## config.mk

```make
export PLATFORM = sky130hd
export DESIGN_NAME = spi_tx_scheduler
export DESIGN_NICKNAME = d
export VERILOG_FILES = /design/src/rtl/spi_tx_scheduler.sv
export SDC_FILE = /design/constraint.sdc
export NUM_CORES = 1
export LEC_CHECK = 0
export CORE_MARGIN = 8
export CORE_UTILIZATION = 30
export DETAILED_ROUTE_END_ITERATION = 16
export DONT_BUFFER_PORTS = 1
export GPL_ROUTABILITY_DRIVEN = 0
export MAX_ROUTING_LAYER = met4
export PLACE_DENSITY_LB_ADDON = 0.05
export SYNTH_ARGS = -nofsm -noshare
export SYNTH_HDL_FRONTEND = slang
export SYNTH_SLANG_ARGS = --single-unit
```

## constraint.sdc

```tcl
create_clock -name i_sys_clk -period 6.8 [get_ports i_sys_clk]
set_clock_uncertainty 0.1 [all_clocks]
set_input_delay 1.36 -clock i_sys_clk [delete_from_list [all_inputs] [get_ports i_sys_clk]]
set_output_delay 1.36 -clock i_sys_clk [all_outputs]
set_load 0.02 [all_outputs]
```

## src/rtl/spi_tx_scheduler.sv

```systemverilog
// spi_tx_scheduler
//   Shares the SPI slave TX buffering path between NUM_REQ on-chip requesters.
//   A requester is granted round-robin for a whole packet. Its words are then
//   streamed one at a time into the buffer manager. Each word is paced on
//   i_tx_busy. The packet is aborted on a TX error, on requester withdrawal or
//   on a per-word timeout.
//
// Ports
//   i_sys_clk, i_sys_rst_n  clock, asynchronous active-low reset
//   i_req        [NUM_REQ]             per-requester packet request
//   i_req_len    [NUM_REQ*LEN_WIDTH]   packet length in words, sampled at grant
//   i_req_data   [NUM_REQ*DATA_WIDTH]  current word of each requester
//   o_req_grant  [NUM_REQ]             one-hot grant, held for the packet
//   o_req_ack    [NUM_REQ]             pulse when the current word is consumed
//   o_tx_data, o_tx_valid              word towards the buffer manager
//   i_tx_ready, i_tx_busy, i_tx_error  buffer manager status
//   o_active_id                        granted requester index, 0 when idle
//   o_pkt_done, o_pkt_abort            packet completion / abort pulses
//   o_abort_code [2]                   0 zero length, 1 tx error, 2 timeout,
//                                      3 request dropped
module spi_tx_scheduler #(
  parameter int NUM_REQ        = 4,
  parameter int DATA_WIDTH     = 16,
  parameter int LEN_WIDTH      = 8,
  parameter int TIMEOUT_CYCLES = 65535,
  localparam int ID_W          = $clog2(NUM_REQ)
) (
  input  logic                          i_sys_clk,
  input  logic                          i_sys_rst_n,
  input  logic [NUM_REQ-1:0]            i_req,
  input  logic [NUM_REQ*LEN_WIDTH-1:0]  i_req_len,
  input  logic [NUM_REQ*DATA_WIDTH-1:0] i_req_data,
  output logic [NUM_REQ-1:0]            o_req_grant,
  output logic [NUM_REQ-1:0]            o_req_ack,
  output logic [DATA_WIDTH-1:0]         o_tx_data,
  output logic                          o_tx_valid,
  input  logic                          i_tx_ready,
  input  logic                          i_tx_busy,
  input  logic                          i_tx_error,
  output logic [ID_W-1:0]               o_active_id,
  output logic                          o_pkt_done,
  output logic                          o_pkt_abort,
  output logic [1:0]                    o_abort_code
);

  localparam logic [2:0] S_IDLE  = 3'd0;
  localparam logic [2:0] S_LOAD  = 3'd1;
  localparam logic [2:0] S_WACC  = 3'd2;
  localparam logic [2:0] S_WDRN  = 3'd3;
  localparam logic [2:0] S_ABORT = 3'd4;

  localparam logic [1:0] ABT_ZERO = 2'd0;
  localparam logic [1:0] ABT_ERR  = 2'd1;
  localparam logic [1:0] ABT_TMO  = 2'd2;
  localparam logic [1:0] ABT_DROP = 2'd3;

  localparam logic [15:0] TMO_LAST = 16'(TIMEOUT_CYCLES - 1);

  logic [2:0]            state_q, state_d;
  logic [ID_W-1:0]       ptr_q, ptr_d;
  logic [NUM_REQ-1:0]    grant_q, grant_d;
  logic [ID_W-1:0]       id_q, id_d;
  logic [LEN_WIDTH-1:0]  cnt_q, cnt_d;
  logic [15:0]           tmo_q, tmo_d;
  logic [1:0]            code_q, code_d;
  logic                  done_q, done_d;

  logic                  sel_found;
  logic [ID_W-1:0]       sel_id;
  logic [ID_W-1:0]       cand;
  logic [LEN_WIDTH-1:0]  sel_len;
  logic [DATA_WIDTH-1:0] cur_data;
  logic                  req_held;
  logic                  tx_valid;
  logic                  xfer;
  logic                  ack_fire;
  logic [ID_W-1:0]       ptr_next;

  // Round-robin pick: scan offsets from the highest down so the requester
  // closest at or after the pointer is the one left selected.
  always_comb begin
    sel_found = 1'b0;
    sel_id    = '0;
    cand      = '0;
    for (int i = NUM_REQ - 1; i >= 0; i--) begin
      cand = ID_W'((int'(ptr_q) + i) % NUM_REQ);
      if (i_req[cand]) begin
        sel_found = 1'b1;
        sel_id    = cand;
      end
    end
  end

  assign sel_len  = i_req_len[sel_id*LEN_WIDTH +: LEN_WIDTH];
  assign cur_data = i_req_data[id_q*DATA_WIDTH +: DATA_WIDTH];
  assign req_held = |(i_req & grant_q);
  assign tx_valid = (state_q == S_LOAD) && !i_tx_busy;
  assign xfer     = tx_valid && i_tx_ready;
  assign ptr_next = (id_q == ID_W'(NUM_REQ - 1)) ? '0 : id_q + ID_W'(1);

  always_comb begin
    state_d  = state_q;
    ptr_d    = ptr_q;
    grant_d  = grant_q;
    id_d     = id_q;
    cnt_d    = cnt_q;
    tmo_d    = tmo_q;
    code_d   = code_q;
    done_d   = 1'b0;
    ack_fire = 1'b0;
    case (state_q)
      S_IDLE: begin
        if (sel_found) begin
          grant_d = NUM_REQ'(1) << sel_id;
          id_d    = sel_id;
          cnt_d   = sel_len;
          tmo_d   = '0;
          if (sel_len == '0) begin
            code_d  = ABT_ZERO;
            state_d = S_ABORT;
          end else begin
            state_d = S_LOAD;
          end
        end
      end
      S_LOAD: begin
        // An error or withdrawal in the same cycle as a transfer wins, so the
        // requester is not told that the word was consumed.
        if (i_tx_error) begin
          code_d  = ABT_ERR;
          state_d = S_ABORT;
        end else if (!req_held) begin
          code_d  = ABT_DROP;
          state_d = S_ABORT;
        end else if (xfer) begin
          ack_fire = 1'b1;
          tmo_d    = '0;
          state_d  = S_WACC;
        end
      end
      S_WACC, S_WDRN: begin
        if (i_tx_error) begin
          code_d  = ABT_ERR;
          state_d = S_ABORT;
        end else if (tmo_q == TMO_LAST) begin
          code_d  = ABT_TMO;
          state_d = S_ABORT;
        end else if (!req_held) begin
          code_d  = ABT_DROP;
          state_d = S_ABORT;
        end else begin
          tmo_d = tmo_q + 16'd1;
          if (state_q == S_WACC) begin
            if (i_tx_busy) state_d = S_WDRN;
          end else if (!i_tx_busy) begin
            cnt_d = cnt_q - LEN_WIDTH'(1);
            if (cnt_q == LEN_WIDTH'(1)) begin
              done_d  = 1'b1;
              grant_d = '0;
              id_d    = '0;
              ptr_d   = ptr_next;
              state_d = S_IDLE;
            end else begin
              state_d = S_LOAD;
            end
          end
        end
      end
      S_ABORT: begin
        grant_d = '0;
        id_d    = '0;
        ptr_d   = ptr_next;
        state_d = S_IDLE;
      end
      default: state_d = S_IDLE;
    endcase
  end

  always_ff @(posedge i_sys_clk or negedge i_sys_rst_n) begin
    if (!i_sys_rst_n) begin
      state_q <= S_IDLE;
      ptr_q   <= '0;
      grant_q <= '0;
      id_q    <= '0;
      cnt_q   <= '0;
      tmo_q   <= '0;
      code_q  <= '0;
      done_q  <= 1'b0;
    end else begin
      state_q <= state_d;
      ptr_q   <= ptr_d;
      grant_q <= grant_d;
      id_q    <= id_d;
      cnt_q   <= cnt_d;
      tmo_q   <= tmo_d;
      code_q  <= code_d;
      done_q  <= done_d;
    end
  end

  assign o_req_grant  = grant_q;
  assign o_req_ack    = grant_q & {NUM_REQ{ack_fire}};
  assign o_tx_valid   = tx_valid;
  assign o_tx_data    = (state_q == S_LOAD) ? cur_data : '0;
  assign o_active_id  = id_q;
  assign o_pkt_done   = done_q;
  assign o_pkt_abort  = (state_q == S_ABORT);
  assign o_abort_code = (state_q == S_ABORT) ? code_q : 2'b00;

endmodule
```

==> results.md <==
* Status: completed
* Main area contributors after synthesis: dfrtp_1 29%, mux4_2 11%, nand2_1 5.8%, a21oi_1 3.6%, nor2b_1 3.4%
* Max-cap violations at 0
* Switching Share at 46.4%
* WHS at 0.453 ns
* Static leakage at 1.34 nW
* Initial antenna violation count at 0
* Synthesis-to-finish area growth at 6.35%
* Post-DP HPWL at 8.08 mm
* Max transition margin at 35.4%
* Share of post-route cells with drive strength above 1 at 11.2%
* FMAX at 261 MHz
* PD cells at 378 mW/mm^2
* Netlist Area Pre-Place at 0.00329 mm^2
* VDD IR-drop max at 0.141 mV
* Max Slew Vio Count at 0
* Cts bufs inserted at 5
* Register area share after synthesis at 28.9%
* CP Launch Type: input pin
* Ports at 136
* DIE AREA at 0.0146 mm^2
* Predominant post-synthesis flop cell: dfrtp_1
* Drt wl/cell at 20.3 um
* Setup tns final at 0 ns
* Worst R2R Start: ptr_q[0]$_DFFE_PN0P_
* Post-synthesis register bit count at 38
* Logic gate share of total power at 51.6%
* Clk Latency, worst-skew pair at 0.29 ns
* Sequential Power Share at 30.0%
* R2r setup slk at 3.48 ns
* TritonCTS clock tree: built
* Worst Hold Depth at 2
* Place WS at 2.67 ns
* Via density at 5.71
* Initial core utilization at 30.5%
* Total Power at 0.00132 W
* RSZ-0062 raised after global routing: no
* Vias in the first global route at 2,915
* Largest area contributor in the synthesized netlist: dfrtp_1
* Filler Cells Inserted at 1,136
* Die Y-Extent at 121 um
* Reg-to-reg endpoint: code_q[0]$_DFFE_PN0P_
* Crit path kind: input pin to flop
* Post-synth cell types at 63
* Required time of the worst setup path at 6.86 ns
* DRT iter0 DRCs at 187
* Fin util at 32.4%
* H-tree depth at 2
* Largest fanout on the critical path at 13
* CP Data Arrival Time at 3.89 ns
* Worst hold-check path type: flop to flop
* Row cnt at 38
* Diodes inserted at 0
* CORE AREA at 0.0108 mm^2
* CTS sink cnt at 38
* Routed wire length at 10.5 mm
* Synth Area per Inst at 8.33 um^2
* Final Hold Fails at 0
* Final worst-path cycle share at 56.4%
* Clock network fraction of design power at 18.4%
* Overall Global Routing Usage at 13.8%
* Yosys warns at 0
* First-pass GRT wire length at 15.8 mm
* EDFF count, synth at 0
* Yosys top cell area share at 28.9%
* Reg clk slew, reported paths at 0.08 ns
* Int Power at 0.000710 W
* GRT overflow at 0
* Fin crit period at 3.83 ns
* Setup ws final at 2.97 ns
* Drc violations at 0
* Slew @ Worst Pin at 0.969 ns
* Nets at 485
* WHS Endpoint: cnt_q[7]$_DFFE_PN0P_
* Async S/R FF share, synth at 100%
* Worst Setup End Kind: flop
* Hold_buf cts at 0
* Setup violations, final at 0
* Via Count at 2,948
* Syn Nets at 505
* Post-CTS sizing at 0
* Min-delay src: cnt_q[7]$_DFFE_PN0P_
* Post-CTS Setup Inserts at 0
* NetSw at 0.000614 W
* Largest net degree at the start of global routing at 39
* CTS Buffer Depth at 2
* DIE WIDTH at 121 um
* Root Buffer: clkbuf_8
* Port Buf Inserts at 0
* Reg2Reg Depth at 7
* Mapped Cells at 395
* Final ANT Viol Nets at 0
* Drt pass-1 iters at 4
[cells in the final DEF, fill, tap and decap left out, types with 3 or more instances in the layout]
master	Yosys	layout
or3_1	6	6
xor2_1	8	8
nor2_1	27	27
or4_1	3	3
o311ai_0	6	6
o21a_1	3	3
a31oi_1	11	11
o31ai_1	4	4
mux4_2	16	16
and3_1	4	4
nand2_1	51	51
a21o_1	4	4
and2_1	6	6
buf_4	1	3
nor2b_1	18	18
o21ai_0	21	21
a21oi_1	24	24
nor4_1	5	5
inv_1	19	19
nand2b_1	5	5
nand3_1	11	11
a22o_1	3	3
nor3_1	15	15
clkbuf_8	0	6
o41ai_1	4	4
nand4_1	4	4
dfrtp_1	38	38
ha_1	5	5
o32ai_1	5	5
[registers in the layout, summed over array words and instances, names as in the netlist]
signal	cells
tmo_q	16
cnt_q	8
o_req_grant	4
state_q	3
code_q	2
o_active_id	2
ptr_q	2
o_pkt_done	1
[stage by stage]
| step | instances | cell area (um^2) |
|---|---|---|
| floorplan | 395 | 3290 |
| global placement | 508 | 3360 |
| detailed placement | 508 | 3360 |
| CTS | 516 | 3500 |
| global route | 516 | 3500 |
| finish | 516 | 3500 |
[power groups by stage]
stage                     combinational (W)  clock, W  sequential, W
after detailed placement           0.000687         0       0.000401
after CTS                          0.000691  0.000250       0.000397
after global routing               0.000756  0.000260       0.000407
after global placement             0.000687         0       0.000402
after floorplan                    0.000609         0       0.000343
final                              0.000683  0.000244       0.000397
[worst max path at each step]
stage	slack (ns)	to	cells past startpoint	from
after detailed placement	2.67	code_q[0]$_DFFE_PN0P_	7	i_req[3]
after floorplan	2.55	o_req_ack[0]	3	i_tx_busy
after global placement	2.75	code_q[0]$_DFFE_PN0P_	7	i_req[3]
final	2.97	code_q[0]$_DFFE_PN0P_	7	i_req[3]
after global routing	2.77	code_q[0]$_DFFE_PN0P_	7	i_req[3]
after CTS	2.97	code_q[0]$_DFFE_PN0P_	7	i_req[3]
[metal layers]
| metal | wire length (um) | track usage [%] | share of wire, % | vias up |
|---|---|---|---|---|
| met5 | 0 | - | 0 | - |
| met4 | 77 | 3.04 | 0.73 | 0 |
| met3 | 611 | 2.80 | 5.8 | 5 |
| met2 | 5080 | 21.2 | 48 | 94 |
| met1 | 4720 | 18.4 | 45 | 1428 |
| li1 | - | - | - | 1421 |
[layout make-up]
type	instances	area, um^2	area share (%)
Clock buffer	6	82.6	2.36
Inverter	19	71.3	2.04
Tap cell	140	175	5.00
Clock inverter	2	60.1	1.72
Timing Repair Buffer	3	22.5	0.643
Multi-Input combinational cell	308	2140	61.1
Sequential cell	38	951	27.2
[kinds of logic (layout without fill, tap and decap cells)]
family,after synthesis,count (layout),share of synthesized area (%)
mux,19,19,11.9
simple gates,168,168,26.3
buf+inv,49,30,6.16
compound gates,106,106,22.2
xor+xnor,10,10,2.66
flops,38,38,28.9
fa+ha+maj,5,5,1.90
[worst max-delay path, cell delays in order]
cell	delay, ns
nor2b_1	0.03
o21ai_1	0.70
nand3_1	0.45
a221oi_1	0.45
o2111ai_1	0.19
nor4b_2	0.54
o211ai_1	0.16
[synthesized netlist by cell type, types with 3 or more instances]
cell type	n
a21o_1	4
a21oi_1	24
a22o_1	3
a31oi_1	11
and2_1	6
and3_1	4
buf_2	6
clkbuf_1	21
dfrtp_1	38
ha_1	5
inv_1	19
mux4_2	16
nand2_1	51
nand2b_1	5
nand3_1	11
nand4_1	4
nor2_1	27
nor2b_1	18
nor3_1	15
nor4_1	5
o21a_1	3
o21ai_0	21
o311ai_0	6
o31ai_1	4
o32ai_1	5
o41ai_1	4
or3_1	6
or4_1	3
xor2_1	8
Note: power is estimated with default switching activity, not from simulation.
